--- src/rtl/pc_fetch_unit.sv ---
// Program counter and fetch sequencer: steps or branches the PC, handles stall/halt,
// runs an IDLE/RUN/DONE start-done handshake and keeps saturating run statistics.
module pc_fetch_unit #(
    parameter int                PC_W       = 12,
    parameter logic [PC_W-1:0]   START_ADDR = 12'd0,
    parameter logic [PC_W-1:0]   PROG_END   = 12'd4095,
    parameter int                ICNT_W     = 16,
    parameter int                TCNT_W     = 8
) (
    input  logic              clk,
    input  logic              rst_n,
    input  logic              start,
    input  logic              stall,
    input  logic              halt,
    input  logic              branch_req,
    input  logic              branch_cond,
    input  logic [PC_W-1:0]   branch_pos,
    output logic              branch_lut_en,
    output logic [PC_W-1:0]   pc,
    output logic              running,
    output logic              done,
    output logic [ICNT_W-1:0] instr_count,
    output logic [TCNT_W-1:0] taken_count
);

    typedef enum logic [1:0] {
        IDLE = 2'd0,
        RUN  = 2'd1,
        DONE = 2'd2
    } state_t;

    state_t            state;
    state_t            state_nx;
    logic [PC_W-1:0]   pc_nx;
    logic [ICNT_W-1:0] icnt_nx;
    logic [TCNT_W-1:0] tcnt_nx;

    function automatic logic [ICNT_W-1:0] sat_inc_icnt(input logic [ICNT_W-1:0] v);
        return (&v) ? v : v + ICNT_W'(1);
    endfunction

    function automatic logic [TCNT_W-1:0] sat_inc_tcnt(input logic [TCNT_W-1:0] v);
        return (&v) ? v : v + TCNT_W'(1);
    endfunction

    assign running = (state == RUN);
    assign done    = (state == DONE);

    always_comb begin
        state_nx      = state;
        pc_nx         = pc;
        icnt_nx       = instr_count;
        tcnt_nx       = taken_count;
        branch_lut_en = (state == RUN) & ~stall & ~halt & branch_req & branch_cond;

        case (state)
            IDLE, DONE: begin
                if (start) begin
                    state_nx = RUN;
                    pc_nx    = START_ADDR;
                    icnt_nx  = '0;
                    tcnt_nx  = '0;
                end
            end
            RUN: begin
                // Priority order: stall > halt > taken branch > end of program > step.
                if (stall) begin
                    state_nx = RUN;
                end else if (halt) begin
                    state_nx = DONE;
                    icnt_nx  = sat_inc_icnt(instr_count);
                end else if (branch_lut_en) begin
                    pc_nx   = branch_pos;
                    icnt_nx = sat_inc_icnt(instr_count);
                    tcnt_nx = sat_inc_tcnt(taken_count);
                end else if (pc == PROG_END) begin
                    state_nx = DONE;
                    icnt_nx  = sat_inc_icnt(instr_count);
                end else begin
                    pc_nx   = pc + PC_W'(1);
                    icnt_nx = sat_inc_icnt(instr_count);
                end
            end
            default: begin
                state_nx = IDLE;
            end
        endcase
    end

    always_ff @(posedge clk or negedge rst_n) begin
        if (!rst_n) begin
            state       <= IDLE;
            pc          <= START_ADDR;
            instr_count <= '0;
            taken_count <= '0;
        end else begin
            state       <= state_nx;
            pc          <= pc_nx;
            instr_count <= icnt_nx;
            taken_count <= tcnt_nx;
        end
    end

endmodule

--- config.mk ---
export PLATFORM = sky130hd
export DESIGN_NAME = pc_fetch_unit
export DESIGN_NICKNAME = d
export VERILOG_FILES = /design/src/rtl/pc_fetch_unit.sv
export SDC_FILE = /design/constraint.sdc
export NUM_CORES = 1
export LEC_CHECK = 0
export ABC_AREA = 1
export ABC_CLOCK_PERIOD_IN_PS = 2500
export CORE_AREA = 2 2 74 76
export CTS_BUF_LIST = sky130_fd_sc_hd__clkbuf_16
export DETAILED_ROUTE_END_ITERATION = 7
export DIE_AREA = 0 0 76 78
export GPL_TIMING_DRIVEN = 0
export MAX_ROUTING_LAYER = met4
export PLACE_DENSITY_LB_ADDON = 0.15
export SYNTH_ARGS = -nofsm -noshare
export SYNTH_HDL_FRONTEND = slang
export SYNTH_SLANG_ARGS = --single-unit
--- constraint.sdc ---
create_clock -name clk -period 2.5 [get_ports clk]
set_clock_uncertainty 0.2 [all_clocks]
set_input_delay 0.375 -clock clk [delete_from_list [all_inputs] [get_ports clk]]
set_output_delay 0.375 -clock clk [all_outputs]
set_load 0.02 [all_outputs]
==> impl_metrics.py, run 1 <==
metrics = {
    "die": {
        "row_count": 26,
        "io_pins": 58,
        "die_width_um": 76,
        "initial_core_util": 0.553,
        "die_h_um": 78,
        "core_mm2": 0.00504,
        "design.die.area_mm2": 0.00593,
    },
    "drt": {
        "drt_iter0_drc": 167,
        "route.vias.total": 2671,
        "ant_nets": 0,
        "avgViaCountPerCell": 5.22,
        "wl_mm": 6.86,
        "drtPass1Iterations": 5,
        "routedWlPerCell_um": 13.4,
        "drc": 0,
    },
    "synth": {
        "synth_ff_type": "dfrtp_1",
        "synth_nets": 399,
        "yosysWarningCount": 0,
        "synth_cells": 377,
        "postSynthAreaPerCell_um2": 7.39,
        "synthArstFlopShare": 1.00,
        "synth-seq-cells": 38,
        "ys_types": 35,
        "synth_edf_count": 0,
        "synth-seq-area-share": 0.341,
        "synth_area_mm2": 0.00279,
    },
    "cells_and_area": {
        "final_cell_mix": "nand2_1 (114), clkdlybuf4s50_1 (54), nand3_1 (52), dfrtp_1 (38), inv_1 (34)",
        "syn2layout_area_growth_pct": 28.3,
        "nets": 463,
        "drive_above_1_share": 0.172,
        "fin_cells": 512,
        "post-route-util": 0.709,
        "fillers": 426,
        "n_antenna_cell": 0,
        "layout.cells.most_common": "nand2_1",
    },
    "worst_setup_path": {
        "cp_slowest_stage_delay_ns": 0.37,
        "critPathKind": "flop to primary output",
        "cp_max_fo": 10,
        "startpoint_type": "flop",
        "required_ns": 1.92,
        "worstPathCellList": "buf_6, nand2_4, inv_2, buf_4, buf_2, dlygate4sd2_1",
        "r2r_slack_ns": 0.54,
        "r2r_cells": 10,
        "cp.arrival_ns": 1.80,
        "cpMaxStageDelayCell": "dlygate4sd2_1",
        "crit_path_end_kind": "primary output",
    },
    "timing": {
        "fmax_mhz": 421,
        "setup_viol": 0,
        "finalHoldViolations": 0,
        "max-slew-margin-rel": 0.424,
        "worstMarginPinSlew_ns": 0.864,
        "slew_viol_final": 0,
        "fin_crit_sh": 0.949,
        "min_period_ns": 2.37,
        "grt_setup_unrepaired": "false",
    },
    "global_routing": {
        "grt_pass1_wl_mm": 11.6,
        "grt_max_degree": 39,
        "grt_overflow": 0,
        "track_usage": 0.244,
        "antenna_found_initial": 0,
        "first_global_vias": 2480,
    },
    "clock_network": {
        "ctsHtreeMaxLevel": 2,
        "tritoncts": "built",
        "cts_buffers": 5,
        "max-clock-path-buffers": 2,
        "hold_buffers": 0,
        "clock_sinks": 38,
        "clock_latency_ns": 0.28,
        "root_buffer": "clkbuf_16",
        "clkTransAtPathRegs_ns": 0.06,
    },
    "run": {
        "maxCapViolations": 0,
    },
    "placed_design": {
        "io_buffers": 57,
        "hpwlAfterDp_mm": 4.89,
        "dpl.cell_count": 504,
        "gp_congestion": 0.882,
    },
    "power_and_ir_drop": {
        "powerDensity_mw_per_mm2": 703,
        "p_leak_nw": 1.66,
        "vdd_drop_max_uv": 513,
        "p_total_mw": 2.52,
    },
    "min_path": {
        "worst_hold_path_type": "input port to async pin",
    },
    "outcome": {
        "status": "complete, no violations",
    },
}
==> synthesized netlist by cell type (4+ instances only) <==
cell type / number / area share
nand2_1: 114 / 0.15
buf_6: 5 / 0.020
nor2_1: 25 / 0.034
nand2_2: 16 / 0.036
nand3_1: 52 / 0.093
dfrtp_1: 38 / 0.34
inv_1: 33 / 0.044
inv_2: 4 / 0.0054
o21ai_0: 10 / 0.018
nand3b_1: 5 / 0.013
or2_1: 6 / 0.013
o21ai_2: 15 / 0.047
or2_2: 6 / 0.013
nor2_4: 4 / 0.016
nand4_1: 6 / 0.013
xor2_1: 6 / 0.019
==> cells by family after synthesis <==
kind of cell,count (synthesis),synth area share
buffers and inverters,48,0.0925
adder cells (fa/ha/maj),3,0.0135
AO/OA/AOI/OAI,32,0.0848
AND/OR/NAND/NOR,247,0.440
flip-flops,38,0.341
XOR/XNOR,9,0.0283
==> worst max-delay path: cells and delay by family (launching register included) <==
family	cells	cell delay, ns
flip-flops	1	0.34
buffers and inverters	5	1.07
AND/OR/NAND/NOR	1	0.10
==> state kept, by name, summed over array words and instances, names as in the netlist <==
| name | count |
|---|---|
| instr_count | 16 |
| pc | 12 |
| state | 2 |
| taken_count | 8 |
==> cell type report <==
class                   instances  area [um2]  share of cell area
plain buffers                  11         119              0.0332
repair buffers                 57         563               0.157
inverters                      37         139              0.0388
flip-flops and latches         38         951               0.266
well taps                      70        87.6              0.0245
clock inverters                 3        12.5             0.00350
multi-input cells             291        1580               0.442
clock buffers                   5         125              0.0350
==> metal layers <==
metal	part of all wire	vias to the layer above	track usage
met2	0.45	96	0.364
met3	0.069	12	0.0558
met4	0.015	0	0.0782
li1	-	1338	-
met5	0	-	-
met1	0.46	1225	0.333
==> metrics by stage <==
stage | setup slack (ns) | area [um2] | setup TNS (ns) | hold WS, ns
after detailed placement | 0.000131 | 3440 | 0 | 0.306
after floorplan | 0.615 | 2790 | 0 | -0.121
after CTS | 0.123 | 3580 | 0 | 0.0413
final | 0.126 | 3580 | 0 | 0.00191
after global routing | 0.0498 | 3580 | 0 | 0.0874
after global placement | -0.156 | 3450 | -5.86 | 0.289
==> final timing paths <==
kind	start	to
max	state[0]$_DFFE_PN0P_	running
min	rst_n	instr_count[10]$_DFFE_PN0P_
max reg2reg	instr_count[0]$_DFFE_PN0P_	instr_count[2]$_DFFE_PN0P_
min reg2reg	state[1]$_DFFE_PN0P_	state[1]$_DFFE_PN0P_
max in group asynchronous	rst_n	pc[0]$_DFFE_PN0P_
min in group clk	state[1]$_DFFE_PN0P_	state[1]$_DFFE_PN0P_
==> power breakdown <==
| part | leakage, nW | internal, mW | total, mW | switching, mW |
|---|---|---|---|---|
| registers | 0.524 | 0.683 | 0.763 | 0.0801 |
| logic | 1.07 | 0.439 | 1.14 | 0.706 |
| clock network | 0.0724 | 0.361 | 0.608 | 0.248 |
==> repair_timing <==
item                                   4_1_cts  5_1_grt
setup endpoints to repair                    2        0
gates resized for setup                      2        0
buffers inserted                             0        0
endpoints found under the hold margin        0        0
Note: power is estimated with default switching activity, not from simulation.
==> inputs of run 2 (changes only) <==
- PLACE_DENSITY: unset -> 0.84
- PLACE_DENSITY_LB_ADDON: 0.15 -> unset
- SKIP_CTS_REPAIR_TIMING: unset -> 1
==> run 2 against run 1 <==
Net effect: fmax up 3.6%; total power grew 9.1%; global-route usage is 1.6 points higher; die area did not move; final cell count unchanged; worst setup slack better by 0.083 ns; wire length grew 5.2%; sequential share of layout area is 0.43 points lower; clock power is 35% higher; largest cell class unchanged.
==> impl_metrics.py, run 2 (synthesized netlist as in run 1, its figures left out) <==
metrics = {
    "worst_setup_path": {
        "crit_top_cell": "inv_2",
        "cpMaxStageDelayCell": "dfrtp_1",
        "cp_max_fo": 10,
        "r2r_cells": 10,
        "worstPathCellList": "inv_2, nand2_4, inv_2, buf_4, buf_2, dlymetal6s2s_1",
        "cp.arrival_ns": 1.72,
        "reg2reg_to": "instr_count[4]$_DFFE_PN0P_",
        "critPathKind": "flop to primary output",
        "startpoint_type": "flop",
        "crit_path_end_kind": "primary output",
        "required_ns": 1.92,
        "cp_slowest_stage_delay_ns": 0.40,
        "r2r-start": "instr_count[0]$_DFFE_PN0P_",
        "r2r_slack_ns": 0.55,
    },
    "power_and_ir_drop": {
        "vdd_drop_max_uv": 520,
        "powerDensity_mw_per_mm2": 755,
        "p_leak_nw": 1.71,
    },
    "cells_and_area": {
        "fillers": 401,
        "post-route-util": 0.721,
        "regArea_um2": 951,
        "drive_above_1_share": 0.174,
        "top_regs": "instr_count: 16 flops, pc: 12 flops, taken_count: 8 flops",
        "final_cell_mix": "nand2_1 (114), clkdlybuf4s50_1 (54), nand3_1 (52), dfrtp_1 (38), inv_1 (33)",
        "multiInputGateArea_mm2": 0.00158,
        "layout.cells.most_common": "nand2_1",
        "stdcell_area_mm2": 0.00363,
        "nets": 463,
        "regMostFlops": "instr_count",
        "n_antenna_cell": 0,
        "syn2layout_area_growth_pct": 30.4,
        "largest_reg_flops": 16,
    },
    "timing": {
        "finalHoldViolations": 0,
        "slew_viol_final": 0,
        "fmax_mhz": 437,
        "grt_setup_unrepaired": "false",
        "max-slew-margin-rel": 0.412,
        "setup_viol": 0,
        "fin_crit_sh": 0.916,
        "worstMarginPinSlew_ns": 0.882,
        "min_period_ns": 2.29,
        "finalWorstSetupSlack_ns": 0.210,
    },
    "clock_network": {
        "cts_buffers": 5,
        "root_buffer": "clkbuf_16",
        "tritoncts": "built",
        "clock_sinks": 38,
        "ctsHtreeMaxLevel": 2,
        "clock_latency_ns": 0.28,
        "clkTransAtPathRegs_ns": 0.05,
        "max-clock-path-buffers": 2,
    },
    "placed_design": {
        "hpwlAfterDp_mm": 5.17,
        "gp_congestion": 0.869,
        "io_buffers": 57,
        "place_area_mm2": 0.00344,
        "preCtsSetupSlack_ns": -0.0442,
    },
    "die": {
        "design.die.area_mm2": 0.00593,
        "initial_core_util": 0.553,
        "core_mm2": 0.00504,
        "die_width_um": 76,
        "io_pins": 58,
        "row_count": 26,
        "die_h_um": 78,
    },
    "min_path": {
        "worst_hold_path_type": "input port to async pin",
    },
    "global_routing": {
        "grt_overflow": 0,
        "track_usage": 0.260,
        "grt_pass1_wl_mm": 12.1,
        "antenna_found_initial": 0,
        "grt_max_degree": 39,
        "first_global_vias": 2710,
    },
    "outcome": {
        "status": "complete, no violations",
    },
    "drt": {
        "wl_mm": 7.22,
        "drc": 0,
        "routedWlPerCell_um": 14.1,
        "drt_iter0_drc": 250,
        "avgViaCountPerCell": 5.37,
        "route.vias.total": 2751,
        "drtPass1Iterations": 4,
        "ant_nets": 0,
    },
    "run": {
        "maxCapViolations": 0,
    },
}
## run 2: changes by cell type in the layout (fill, tap and decap cells not counted), sizes merged
cell,delta
bufinv,+2
clkinv,-1
dlygate4sd2,-2
dlymetal6s2s,+2
inv,-1
## run 2: worst max-delay path by stage
stage	from	to	slack (ns)	cells after the start
after floorplan	instr_count[0]$_DFFE_PN0P_	instr_count[2]$_DFFE_PN0P_	0.61	10
after global placement	rst_n	taken_count[4]$_DFFE_PN0P_	-0.14	1
after detailed placement	stall	branch_lut_en	-0.04	5
after CTS	state[0]$_DFFE_PN0P_	running	-0.17	6
after global routing	state[1]$_DFFE_PN0P_	running	0.14	6
final	state[1]$_DFFE_PN0P_	running	0.21	6
## run 2: through the flow
step / TNS (ns) / std cells / hold WS [ns] / power (mW)
2_1_floorplan: 0 / 377 / -0.121 / 1.56
3_3_place_gp: -5.32 / 504 / 0.285 / 1.89
3_5_place_dp: -0.0442 / 504 / 0.298 / 1.92
4_1_cts: -0.237 / 512 / 0.0504 / 2.74
5_1_grt: 0 / 512 / 0.0958 / 2.88
6_report: 0 / 512 / 0.00579 / 2.74
## run 2: worst max-delay path, delay by kind of cell (launching register included)
kind	cells	cell delay [ns]
and+or+nand+nor	1	0.10
buffers and inverters	5	0.94
DFF	1	0.40
## run 2: cell type report
| cell class | count | share of cell area |
|---|---|---|
| repair buffers | 57 | 0.157 |
| well taps | 70 | 0.0241 |
| multi-input cells | 291 | 0.434 |
| plain buffers | 11 | 0.0327 |
| flip-flops and latches | 38 | 0.262 |
| clock buffers | 5 | 0.0344 |
| inverters | 37 | 0.0382 |
| clock inverters | 3 | 0.0176 |
## run 2: power by group
part / leakage, nW / internal (mW) / switching (mW) / total (mW)
logic: 1.09 / 0.445 / 0.714 / 1.16
clock network: 0.0915 / 0.568 / 0.254 / 0.822
registers: 0.524 / 0.683 / 0.0810 / 0.764
total: 1.71 / 1.70 / 1.05 / 2.74
## run 2: layer usage
metal,vias to the layer above,GRT usage,part of all wire
li1,1337,-,-
met1,1298,0.302,0.42
met2,102,0.446,0.51
met3,14,0.0581,0.061
met4,0,0.0927,0.018
met5,-,-,0
